### src/rtl/hhmm_clock_pkg.sv
// Shared opcodes, FSM states, status bit positions and BCD limits for the HHMM clock SPI command front end.
package hhmm_clock_pkg;

  localparam logic [7:0] OP_SET_TIME    = 8'h01;
  localparam logic [7:0] OP_SET_MODE    = 8'h02;
  localparam logic [7:0] OP_CLEAR_TIME  = 8'h03;
  localparam logic [7:0] OP_READ_STATUS = 8'h04;

  localparam logic [7:0] HH_MAX = 8'h23;
  localparam logic [7:0] MS_MAX = 8'h59;

  localparam int STAT_MODE   = 0;
  localparam int STAT_RANGE  = 1;
  localparam int STAT_OPCODE = 2;
  localparam int STAT_ABORT  = 3;

  typedef enum logic [2:0] {
    ST_IDLE,
    ST_OPCODE,
    ST_PAYLOAD,
    ST_EXECUTE,
    ST_DRAIN
  } state_e;

  function automatic logic bcd_ok(input logic [7:0] v, input logic [7:0] max);
    return (v[7:4] <= 4'd9) && (v[3:0] <= 4'd9) && (v <= max);
  endfunction

  function automatic logic time_ok(input logic [23:0] t);
    return bcd_ok(t[23:16], HH_MAX) && bcd_ok(t[15:8], MS_MAX) && bcd_ok(t[7:0], MS_MAX);
  endfunction

  // Index of the final frame bit for opcodes that carry a payload byte stream.
  function automatic logic [4:0] last_bit(input logic [7:0] op);
    return (op == OP_SET_TIME) ? 5'd31 : 5'd15;
  endfunction

endpackage

### src/rtl/spi_sync_edge.sv
// Two-flop synchronizer for an asynchronous SPI pin, with optional one-cycle rise/fall pulses.
module spi_sync_edge #(
  parameter logic RST_VAL = 1'b0,
  parameter bit   EDGE_EN = 1'b1
) (
  input  logic clk,
  input  logic rst_n,
  input  logic din,
  output logic dout,
  output logic rise,
  output logic fall
);

  logic meta_q;
  logic sync_q;

  always_ff @(posedge clk or negedge rst_n) begin
    if (!rst_n) begin
      meta_q <= RST_VAL;
      sync_q <= RST_VAL;
    end else begin
      meta_q <= din;
      sync_q <= meta_q;
    end
  end

  assign dout = sync_q;

  generate
    if (EDGE_EN) begin : g_edge
      logic prev_q;
      always_ff @(posedge clk or negedge rst_n) begin
        if (!rst_n) prev_q <= RST_VAL;
        else        prev_q <= sync_q;
      end
      assign rise = sync_q & ~prev_q;
      assign fall = ~sync_q & prev_q;
    end else begin : g_no_edge
      assign rise = 1'b0;
      assign fall = 1'b0;
    end
  endgenerate

endmodule

### src/rtl/hhmm_clock_spi_command_controller.sv
// SPI-slave command decoder for the HHMM clock: loads BCD time, clears to midnight, sets 12/24h mode.
// Frames are byte commands; results appear two cycles after the last synchronized sclk rise.
module hhmm_clock_spi_command_controller
  import hhmm_clock_pkg::*;
#(
  parameter int SCLK_MIN_DIV = 8
) (
  input  logic        clock_1MHz,
  input  logic        reset_n,
  input  logic        spi_sclk,
  input  logic        spi_cs_n,
  input  logic        spi_mosi,
  output logic        spi_miso,
  output logic [23:0] set_time,
  output logic        set_load,
  output logic        mode_12h,
  output logic        cmd_err
);

  // Each sclk phase must outlast the synchronizer so rises and falls never coincide.
  if (SCLK_MIN_DIV < 4) begin : g_div_too_small
    $error("SCLK_MIN_DIV too small for the input synchronizers");
  end

  logic sclk_rise, sclk_fall, cs_rise, cs_fall, mosi_s;
  logic sclk_unused_lvl, cs_unused_lvl, mosi_unused_rise, mosi_unused_fall;

  spi_sync_edge #(.RST_VAL(1'b0), .EDGE_EN(1'b1)) u_sync_sclk (
    .clk(clock_1MHz), .rst_n(reset_n), .din(spi_sclk),
    .dout(sclk_unused_lvl), .rise(sclk_rise), .fall(sclk_fall)
  );

  // Resetting to 0 hides a cs_n that is already low at reset release until it rises.
  spi_sync_edge #(.RST_VAL(1'b0), .EDGE_EN(1'b1)) u_sync_cs (
    .clk(clock_1MHz), .rst_n(reset_n), .din(spi_cs_n),
    .dout(cs_unused_lvl), .rise(cs_rise), .fall(cs_fall)
  );

  spi_sync_edge #(.RST_VAL(1'b0), .EDGE_EN(1'b0)) u_sync_mosi (
    .clk(clock_1MHz), .rst_n(reset_n), .din(spi_mosi),
    .dout(mosi_s), .rise(mosi_unused_rise), .fall(mosi_unused_fall)
  );

  state_e      state_q, state_d;
  logic [4:0]  cnt_q, cnt_d;
  logic [23:0] sr_q, sr_d;
  logic [7:0]  opcode_q, opcode_d;
  logic [23:0] set_time_q, set_time_d;
  logic        set_load_q, set_load_d;
  logic        mode_q, mode_d;
  logic        miso_q, miso_d;
  logic        err_abort_q, err_abort_d;
  logic        err_opcode_q, err_opcode_d;
  logic        err_range_q, err_range_d;

  logic [7:0] opcode_next;
  logic       op_known;
  logic       shifting;
  logic [7:0] status;

  assign opcode_next = {sr_q[6:0], mosi_s};
  assign op_known    = (opcode_next == OP_SET_TIME)   || (opcode_next == OP_SET_MODE) ||
                       (opcode_next == OP_CLEAR_TIME) || (opcode_next == OP_READ_STATUS);
  assign shifting    = ((state_q == ST_OPCODE) || (state_q == ST_PAYLOAD)) && sclk_rise && !cs_rise;

  always_comb begin
    status               = '0;
    status[STAT_MODE]    = mode_q;
    status[STAT_RANGE]   = err_range_q;
    status[STAT_OPCODE]  = err_opcode_q;
    status[STAT_ABORT]   = err_abort_q;
  end

  always_ff @(posedge clock_1MHz or negedge reset_n) begin
    if (!reset_n) state_q <= ST_IDLE;
    else          state_q <= state_d;
  end

  always_comb begin
    state_d = state_q;
    unique case (state_q)
      ST_IDLE: if (cs_fall) state_d = ST_OPCODE;
      ST_OPCODE: begin
        if (cs_rise) begin
          state_d = ST_IDLE;
        end else if (sclk_rise && cnt_q == 5'd7) begin
          if (!op_known)                         state_d = ST_DRAIN;
          else if (opcode_next == OP_CLEAR_TIME) state_d = ST_EXECUTE;
          else                                   state_d = ST_PAYLOAD;
        end
      end
      ST_PAYLOAD: begin
        if (cs_rise)                                        state_d = ST_IDLE;
        else if (sclk_rise && cnt_q == last_bit(opcode_q)) state_d = ST_EXECUTE;
      end
      ST_EXECUTE: state_d = cs_rise ? ST_IDLE : ST_DRAIN;
      ST_DRAIN:   if (cs_rise) state_d = ST_IDLE;
      default:    state_d = ST_IDLE;
    endcase
  end

  always_comb begin
    cnt_d        = cnt_q;
    sr_d         = sr_q;
    opcode_d     = opcode_q;
    set_time_d   = set_time_q;
    set_load_d   = 1'b0;
    mode_d       = mode_q;
    miso_d       = miso_q;
    err_abort_d  = err_abort_q;
    err_opcode_d = err_opcode_q;
    err_range_d  = err_range_q;

    if (state_q == ST_IDLE && cs_fall) cnt_d = '0;

    if (shifting) begin
      sr_d  = {sr_q[22:0], mosi_s};
      cnt_d = cnt_q + 5'd1;
      if (state_q == ST_OPCODE && cnt_q == 5'd7) begin
        opcode_d = opcode_next;
        if (!op_known) err_opcode_d = 1'b1;
      end
    end

    if ((state_q == ST_OPCODE || state_q == ST_PAYLOAD) && cs_rise) err_abort_d = 1'b1;

    if (state_q == ST_EXECUTE) begin
      unique case (opcode_q)
        OP_SET_TIME: begin
          if (time_ok(sr_q)) begin
            set_time_d = sr_q;
            set_load_d = 1'b1;
          end else begin
            err_range_d = 1'b1;
          end
        end
        OP_SET_MODE: mode_d = sr_q[0];
        OP_CLEAR_TIME: begin
          set_time_d = '0;
          set_load_d = 1'b1;
        end
        OP_READ_STATUS: begin
          err_abort_d  = 1'b0;
          err_opcode_d = 1'b0;
          err_range_d  = 1'b0;
        end
        default: ;
      endcase
    end

    // Falls 8..15 of a status read present status bits 7..0; every other fall drives 0.
    if (sclk_fall) begin
      if (state_q == ST_PAYLOAD && opcode_q == OP_READ_STATUS && cnt_q[4:3] == 2'b01)
        miso_d = status[~cnt_q[2:0]];
      else
        miso_d = 1'b0;
    end
  end

  always_ff @(posedge clock_1MHz or negedge reset_n) begin
    if (!reset_n) begin
      cnt_q        <= '0;
      sr_q         <= '0;
      opcode_q     <= '0;
      set_time_q   <= '0;
      set_load_q   <= 1'b0;
      mode_q       <= 1'b0;
      miso_q       <= 1'b0;
      err_abort_q  <= 1'b0;
      err_opcode_q <= 1'b0;
      err_range_q  <= 1'b0;
    end else begin
      cnt_q        <= cnt_d;
      sr_q         <= sr_d;
      opcode_q     <= opcode_d;
      set_time_q   <= set_time_d;
      set_load_q   <= set_load_d;
      mode_q       <= mode_d;
      miso_q       <= miso_d;
      err_abort_q  <= err_abort_d;
      err_opcode_q <= err_opcode_d;
      err_range_q  <= err_range_d;
    end
  end

  assign spi_miso = miso_q;
  assign set_time = set_time_q;
  assign set_load = set_load_q;
  assign mode_12h = mode_q;
  assign cmd_err  = err_abort_q | err_opcode_q | err_range_q;

endmodule
### config.mk
export PLATFORM = sky130hd
export DESIGN_NAME = hhmm_clock_spi_command_controller
export DESIGN_NICKNAME = d
export VERILOG_FILES = /design/src/rtl/hhmm_clock_pkg.sv /design/src/rtl/spi_sync_edge.sv /design/src/rtl/hhmm_clock_spi_command_controller.sv
export SDC_FILE = /design/constraint.sdc
export NUM_CORES = 1
export LEC_CHECK = 0
export ABC_AREA = 1
export ABC_CLOCK_PERIOD_IN_PS = 4200
export CAP_MARGIN = 40
export CORE_UTILIZATION = 46
export DETAILED_ROUTE_END_ITERATION = 8
export GPL_ROUTABILITY_DRIVEN = 0
export PLACE_DENSITY = 0.66
export SLEW_MARGIN = 20
export SYNTH_ARGS = -nofsm -noshare
export SYNTH_HDL_FRONTEND = slang
export SYNTH_SLANG_ARGS = --single-unit
### constraint.sdc
create_clock -name clock_1MHz -period 4.2 [get_ports clock_1MHz]
set_input_delay 1.05 -clock clock_1MHz [delete_from_list [all_inputs] [get_ports clock_1MHz]]
set_output_delay 1.05 -clock clock_1MHz [all_outputs]
set_load 0.03 [all_outputs]
-- Word level (Yosys, flattened, before mapping)
Index checks and enable logic that the tools add are counted.
W data, S select, Z words.
- order comparisons: 10
- multiplexer cells: 31
- reductions and logical operators: 31
- multipliers: 0
- equality and inequality tests: 21
- bitwise logic cells: 11
- shifts and indexed selects: 0
- $add $sub $neg: 1
- div/mod/pow operators: 0
- operators with widths (operator ; number):
    $pmux W24 S2 ; 1
    $eq A8 B2 Y1 const B ; 4
    $le A4 B4 Y1 const B ; 6
    $mux W24 ; 1
    $mux W3 ; 8
    $logic_and A1 B1 Y1 ; 17
    $eq A8 B1 Y1 const B ; 2
    $eq A8 B3 Y1 const B ; 2
    $le A8 B7 Y1 const B ; 2
    $mux W5 ; 3
    $pmux W3 S5 ; 1
    $mux W1 ; 14
    $le A8 B6 Y1 const B ; 1
    $eq A3 B2 Y1 const B ; 2
    $ne A2 B2 Y1 const B ; 3
    $ne A3 B3 Y1 const B ; 2
    $reduce_and A3 Y1 ; 2
    $reduce_bool A2 Y1 ; 3
    $add A5 B1 Y5 const B ; 1
    $eq A5 B3 Y1 const B ; 1
    $eq A5 B5 Y1 ; 1
    $and A1 B1 Y1 ; 4
    $logic_or A1 B1 Y1 ; 4
    $lt A3 B4 Y1 const B ; 1
    other kinds (13) ; 19
- output and inout bits: 28
- latch bits: 0
- RAM bits: 0
- bits in registers: 78
- memories: 0
- logic and storage cells: 124
- memory bits (read-only): 0

-- Depth between registers and ports, before layout
Gate-level depths: netlist of the first run.
- depth in word-level cells: 9
- depth in mapped cells: 11
- depth with buffers taken out: 10

-- Hierarchy
Synthesis of the first run repeated with hierarchy kept, for this count alone.
- cells, all modules: 422
- area total of the unflattened synthesis: 3563.4 µm²
- by module, submodules not included (module ; instances ; area each (µm²) ; cells each):
    hhmm_clock_spi_command_controller ; 1 ; 3314.4 ; 403
    spi_sync_edge at u_sync_cs ... ; 2 ; 90.1 ; 7
    spi_sync_edge at u_sync_mosi ; 1 ; 68.8 ; 5

-- Least setup slack after synthesis of the first run
Ideal clock, no wire load.
- kind: flip-flop to output port
- start: register err_abort_q
- end: output cmd_err
- buffers on the path: 0
- stages on the path, launching flop included: 3
- path slack: 2504 ps
- data required time: 3150 ps
- arrival time: 646 ps
- cells stage by stage: dfrtp_1 > nor2_1 > nand2_1
- longest elaborated chain between the ends: 2
- ends and longest elaborated chain (element ; RTL line ; RTL):
    start: declaration ; hhmm_clock_spi_command_controller.sv:52 ; logic err_abort_q, err_abort_d;
    start signal: assignment ; hhmm_clock_spi_command_controller.sv:180 ; err_abort_q <= err_abort_d;
    $or A1 B1 Y1 (2 in a row) ; hhmm_clock_spi_command_controller.sv:190 ; assign cmd_err = err_abort_q | err_opcode_q | err_range_q;
    end: declaration ; hhmm_clock_spi_command_controller.sv:17 ; output logic cmd_err
Every way passes these cells.

-- Final worst setup path of the first run
Ends and elaborated chain as after synthesis.

==> results of run 1 <==
==> worst register-to-register path, stage by stage, from the launching register on <==
cell     delay [ps]
dfrtp_1         410
inv_2           110
nand3_1         130
nand2_1         130
nand3_2         390
buf_4           410
nand2_1         140
inv_1            80
nand2_1          60
o31ai_1          60
==> cell usage in the layout (no fill, tap or decap), types with 3 or more instances in the layout <==
cell and n:
a21oi_1 8, buf_4 3, clkbuf_8 10, clkdlybuf4s50_1 31
clkinv_2 3, dfrtp_1 78, inv_1 49, inv_2 5
nand2_1 106, nand2_2 3, nand3_1 42, nand4_1 3
nor2_1 49, nor2_2 3, nor3_1 3, o21ai_0 14
o21ai_1 20, o21ai_2 7
==> per-layer routing <==
metal	GRT usage (%)	share of wire, %	vias to the layer above
met2	31.8	46	43
met4	7.79	1.7	0
met5	0	0	-
li1	-	-	1375
met3	3.05	2.9	9
met1	25.9	49	1253
==> flip-flops by register name (all words and copies together), names as in the netlist, 3 cells and up <==
register and flops:
sr_q 24, opcode_q 8, cnt_q 5, state_q 3, set_time 24
==> through the flow <==
stage | area, sq um | utilization [%]
4_1_cts | 4090 | 55.8
3_5_place_dp | 3890 | 53.1
3_3_place_gp | 3870 | 52.9
2_1_floorplan | 3510 | -
5_1_grt | 4090 | 55.8
6_report | 4090 | 55.8
==> area by class of cell <==
| type | count | area (sq um) | area share, % |
|---|---|---|---|
| timing repair buffer | 35 | 353 | 8.62 |
| clock buffer | 10 | 138 | 3.36 |
| inverter | 54 | 203 | 4.95 |
| tap | 99 | 124 | 3.03 |
| multi-input combinational | 272 | 1260 | 30.9 |
| sequential | 78 | 1950 | 47.7 |
| clock inverter | 6 | 61.3 | 1.50 |
==> worst paths after layout <==
kind / cells past startpoint / slack, ps / to
max reg2reg: 9 / 2160 / cnt_q[2]$_DFFE_PN0P_
max in group asynchronous: 2 / 2950 / sr_q[23]$_DFFE_PN0P_
max: 3 / 1650 / cmd_err
min reg2reg: 0 / 350 / u_sync_sclk.dout$_DFF_PN0_
min: 0 / 350 / u_sync_sclk.dout$_DFF_PN0_
min in group asynchronous: 1 / 660 / cnt_q[0]$_DFFE_PN0P_
==> kinds of logic (layout without fill, tap and decap cells) <==
kind of cell | Yosys count | in the layout | synth area share, %
xor+xnor | 2 | 2 | 0.499
flops | 78 | 78 | 55.6
simple gates | 217 | 217 | 26.7
fa+ha+maj | 1 | 1 | 0.357
buf+inv | 68 | 105 | 8.49
compound gates | 52 | 52 | 8.31
==> power by group <==
part / total, mW / switching (mW) / internal, mW
clock network: 0.566 / 0.278 / 0.289
logic: 0.327 / 0.225 / 0.102
registers: 0.853 / 0.0504 / 0.802
total: 1.75 / 0.553 / 1.19
==> flow_summary.ini, run 1 <==
[floorplanning]
rows = 31
fp.dieH_microns = 89.3
core_region_area_sq_um = 7330
initial_utilization_pct = 47.9
die_x_microns = 89.3
die-area_sq_um = 7980
io_pins = 33

[yosys]
synth_top_area_cell = dfrtp_1
synth_seq_cells = 78
syn_inst = 418
yosysMostFrequentCell = nand2_1
syn_avg_cell_area_sq_um = 8.39
async_flop_share_pct = 100
syn_nets = 424
yosysWarnings = 0
yosysSeqAreaShare_pct = 55.6
synth_edf_count = 0
synth_ff_type = dfrtp_1
synthTopCellsByArea = dfrtp_1, nand2_1, nand3_1
synthDistinctLibCells = 28
synth_common_cells = nand2_1, dfrtp_1, inv_1, nor2_1, nand3_1
yosys.area.top_type_share_pct = 55.6
syn-cell-area_sq_um = 3510

[cells_and_area]
stdcell_count = 554
antenna_cells = 0
area_growth_syn_to_layout_pct = 16.7
nNetsFinal = 456
drive_gt1_share_pct = 9.89
fill_cells = 677

[timing]
tns_ps = 0
finalSetupViolCount = 0
fmaxAchievable_mhz = 392
slew_violations = 0
min_period_ps = 2550
rsz0062_at_grt = false
tightest_slew_ps = 528
finClkSkew_ps = 15.6
fin_ws_ps = 1650
post-route-period-util_pct = 60.7
hold_violations = 0
slew_headroom_pct = 64.7
holdWs_ps = 352

[global_route]
grt_pass1_vias = 2577
antenna_found_initial = 0
grt_pass1_wl_microns = 11700
gr-usage-all-layers_pct = 19.4
grt_remaining_overflow = 0
grt_max_degree = 41

[routing]
drt_iter0_drc = 147
vias = 2680
firstDrtPassIters = 5
routed_via_density = 4.84
wl_per_cell_microns = 12.0
drt_drc_violations_left = 0
ant_nets = 0
drt_wl_total_microns = 6650

[place]
pre_cts_slack_ps = 2030
port_buffers = 32
place_inst = 538
post-dp-hpwl_microns = 4650

[worst_setup_path]
cp-start-kind = flop
critPathTopFamily = buffers and inverters
cp-end-kind = primary output
path_cells = nor2_1 > nand2_1 > clkdlybuf4s50_1
critPathMaxStageDelay_ps = 590
startpoint = err_abort_q$_DFF_PN0_
cp.arrival_ps = 1500
worst-setup-path-type = flop to primary output
cp.required_ps = 3150
critPathBufInv = 1
slowest_stage = clkdlybuf4s50_1
timing.rr.start = state_q[2]$_DFFE_PN0P_
cp_max_fo = 3

[hold_path]
holdCritStartpoint = u_sync_sclk.meta_q$_DFF_PN0_
hp-class = flop to flop

[clock_network]
clk_latency_ps = 350
cts.htree.levels = 3
cts_root_buffer = clkbuf_8
postCtsSetupBuffers = 0
cts_tree = yes
numCtsBuffers = 9
cts_hold_buf = 0
post_cts_resized = 0
cts_max_path_buffers = 2
clk_pin_slew_worst_paths_ps = 80
cts_sinks = 78

[power]
total_power_mw = 1.75
vdd_drop_max_v = 0.000220
p_per_area_nw_per_um2 = 426
p_leak_nw = 1.99

[job]
cap_violations = 0

[run_status]
run_status = complete, no violations
(Power assumes the default switching activity.)
==> run 2, diff against run 1 <==
Settings changed: ABC_CLOCK_PERIOD_IN_PS 4200 to 2300, PLACE_DENSITY 0.66 to 0.69.
Clock period 4.2 ns to 2.3 ns, I/O delays scaled along.
==> run 2 against run 1 <==
Compared with the run above:
- highest routed layer unchanged
- largest power group unchanged
- routed wire length up 0.38%
- final cell count up 0.54%
- sequential share of layout area down 0.50 points
- largest cell class unchanged
- die area unchanged
- via count up 0.93%
- hold slack worse by 170 ps
- worst setup slack worse by 1400 ps
- clock-buffer cell count up 4
- clock power up 93%
- final area up 1.1%
==> flow_summary.ini, run 2 (synthesis results as in run 1) <==
[clock_network]
clk_pin_slew_worst_paths_ps = 70
numCtsBuffers = 9
cts_hold_buf = 0
postCtsSetupBuffers = 0
post_cts_resized = 0
cts_tree = yes
cts_root_buffer = clkbuf_8
cts_sinks = 78
cts.htree.levels = 3
cts_max_path_buffers = 2
clk_latency_ps = 350

[routing]
ant_nets = 0
routed_via_density = 4.86
drt_wl_total_microns = 6670
drt_drc_violations_left = 0
drt_iter0_drc = 140
vias = 2705
firstDrtPassIters = 4
wl_per_cell_microns = 12.0

[cells_and_area]
stdcell_count = 557
final_common_cell = nand2_1
area_growth_syn_to_layout_pct = 17.9
nNetsFinal = 459
most-common-layout-cells = nand2_1, dfrtp_1, nor2_1, inv_1, nand3_1
drive_gt1_share_pct = 10.3
final_area_sq_um = 4140
antenna_cells = 0

[power]
vdd_drop_max_v = 0.000401
p_per_area_nw_per_um2 = 784
p_leak_nw = 2.01
total_power_mw = 3.24

[place]
post-dp-hpwl_microns = 4600
place_inst = 541
port_buffers = 32
place_area_sq_um = 3920

[timing]
rsz0062_at_grt = false
finClkSkew_ps = 6.93
min_period_ps = 2050
finalSetupViolCount = 0
hold_violations = 0
post-route-period-util_pct = 89.1
tns_ps = 0
slew_headroom_pct = 67.3
fmaxAchievable_mhz = 488
tightest_slew_ps = 490
holdWs_ps = 187
slew_violations = 0

[floorplanning]
fp.dieH_microns = 89.3
rows = 31
initial_utilization_pct = 47.9
io_pins = 33
die-area_sq_um = 7980
core_region_area_sq_um = 7330
die_x_microns = 89.3

[global_route]
use_met2_pct = 30.3
grt_pass1_vias = 2626
grt_pass1_wl_microns = 11800
grt_max_degree = 54
grt_util_met3_pct = 3.42
gr-usage-all-layers_pct = 19.5
grt.busiest_layer = met2
antenna_found_initial = 0
use_met1_pct = 26.1
grt_remaining_overflow = 0

[worst_setup_path]
worst-setup-path-type = flop to primary output
cp.arrival_ps = 1470
cp-end-kind = primary output
cp_max_fo = 3
reg2reg_depth = 10
timing.rr.start = opcode_q[2]$_DFFE_PN0P_
cp.required_ps = 1730
cp-start-kind = flop
startpoint = err_abort_q$_DFF_PN0_
reg2reg_slack_ps = 550

[job]
cap_violations = 0

[hold_path]
hp-class = input port to async pin

[run_status]
run_status = complete, no violations
==> run 2: changes by cell type in the layout (fill, tap and decap cells not counted) <==
cell and change:
buf_4 +3, clkbuf_8 +3, clkinv_2 -3, clkbuf_1 +1, clkinv_4 -1
==> run 2: area by class of cell <==
cell class | count | area (sq um)
Fill cell | 669 | 3190
Sequential cell | 78 | 1950
Multi-Input combinational cell | 272 | 1260
Timing Repair Buffer | 38 | 375
Inverter | 54 | 203
Clock buffer | 14 | 183
Tap cell | 99 | 124
Clock inverter | 2 | 37.5
==> run 2: path summary, 6_finish.rpt <==
| path | end |
|---|---|
| setup / recovery | cmd_err |
| setup reg to reg | set_time[7]$_DFFE_PN0P_ |
| hold / removal | set_time[7]$_DFFE_PN0P_ |
| max in group asynchronous | opcode_q[6]$_DFFE_PN0P_ |
| hold reg to reg | u_sync_cs.dout$_DFF_PN0_ |
| min in group clock_1MHz | u_sync_cs.dout$_DFF_PN0_ |
==> run 2: power by group <==
group          internal (mW)  total [mW]  switching [mW]
clock                  0.621        1.09           0.470
combinational          0.189       0.602           0.413
sequential              1.47        1.55          0.0866
==> run 2: metal layers <==
layer | vias up | wire [microns]
li1 | 1389 | -
met1 | 1243 | 3330
met2 | 58 | 2960
met3 | 15 | 224
met4 | 0 | 164
met5 | - | 0
==> run 2: through the flow <==
stage               worst slack [ps]  utilization [%]
floorplan                        930                -
global route                     151             56.4
finish                           251             56.4
CTS                              230             56.4
detailed placement               542             53.4
global placement                 620             53.4
==> run 2: worst max-delay path, stage by stage (launching register included) <==
cell,delay (ps)
dfrtp_1,400
nor2_1,100
nand2_1,50
clkdlybuf4s50_1,580
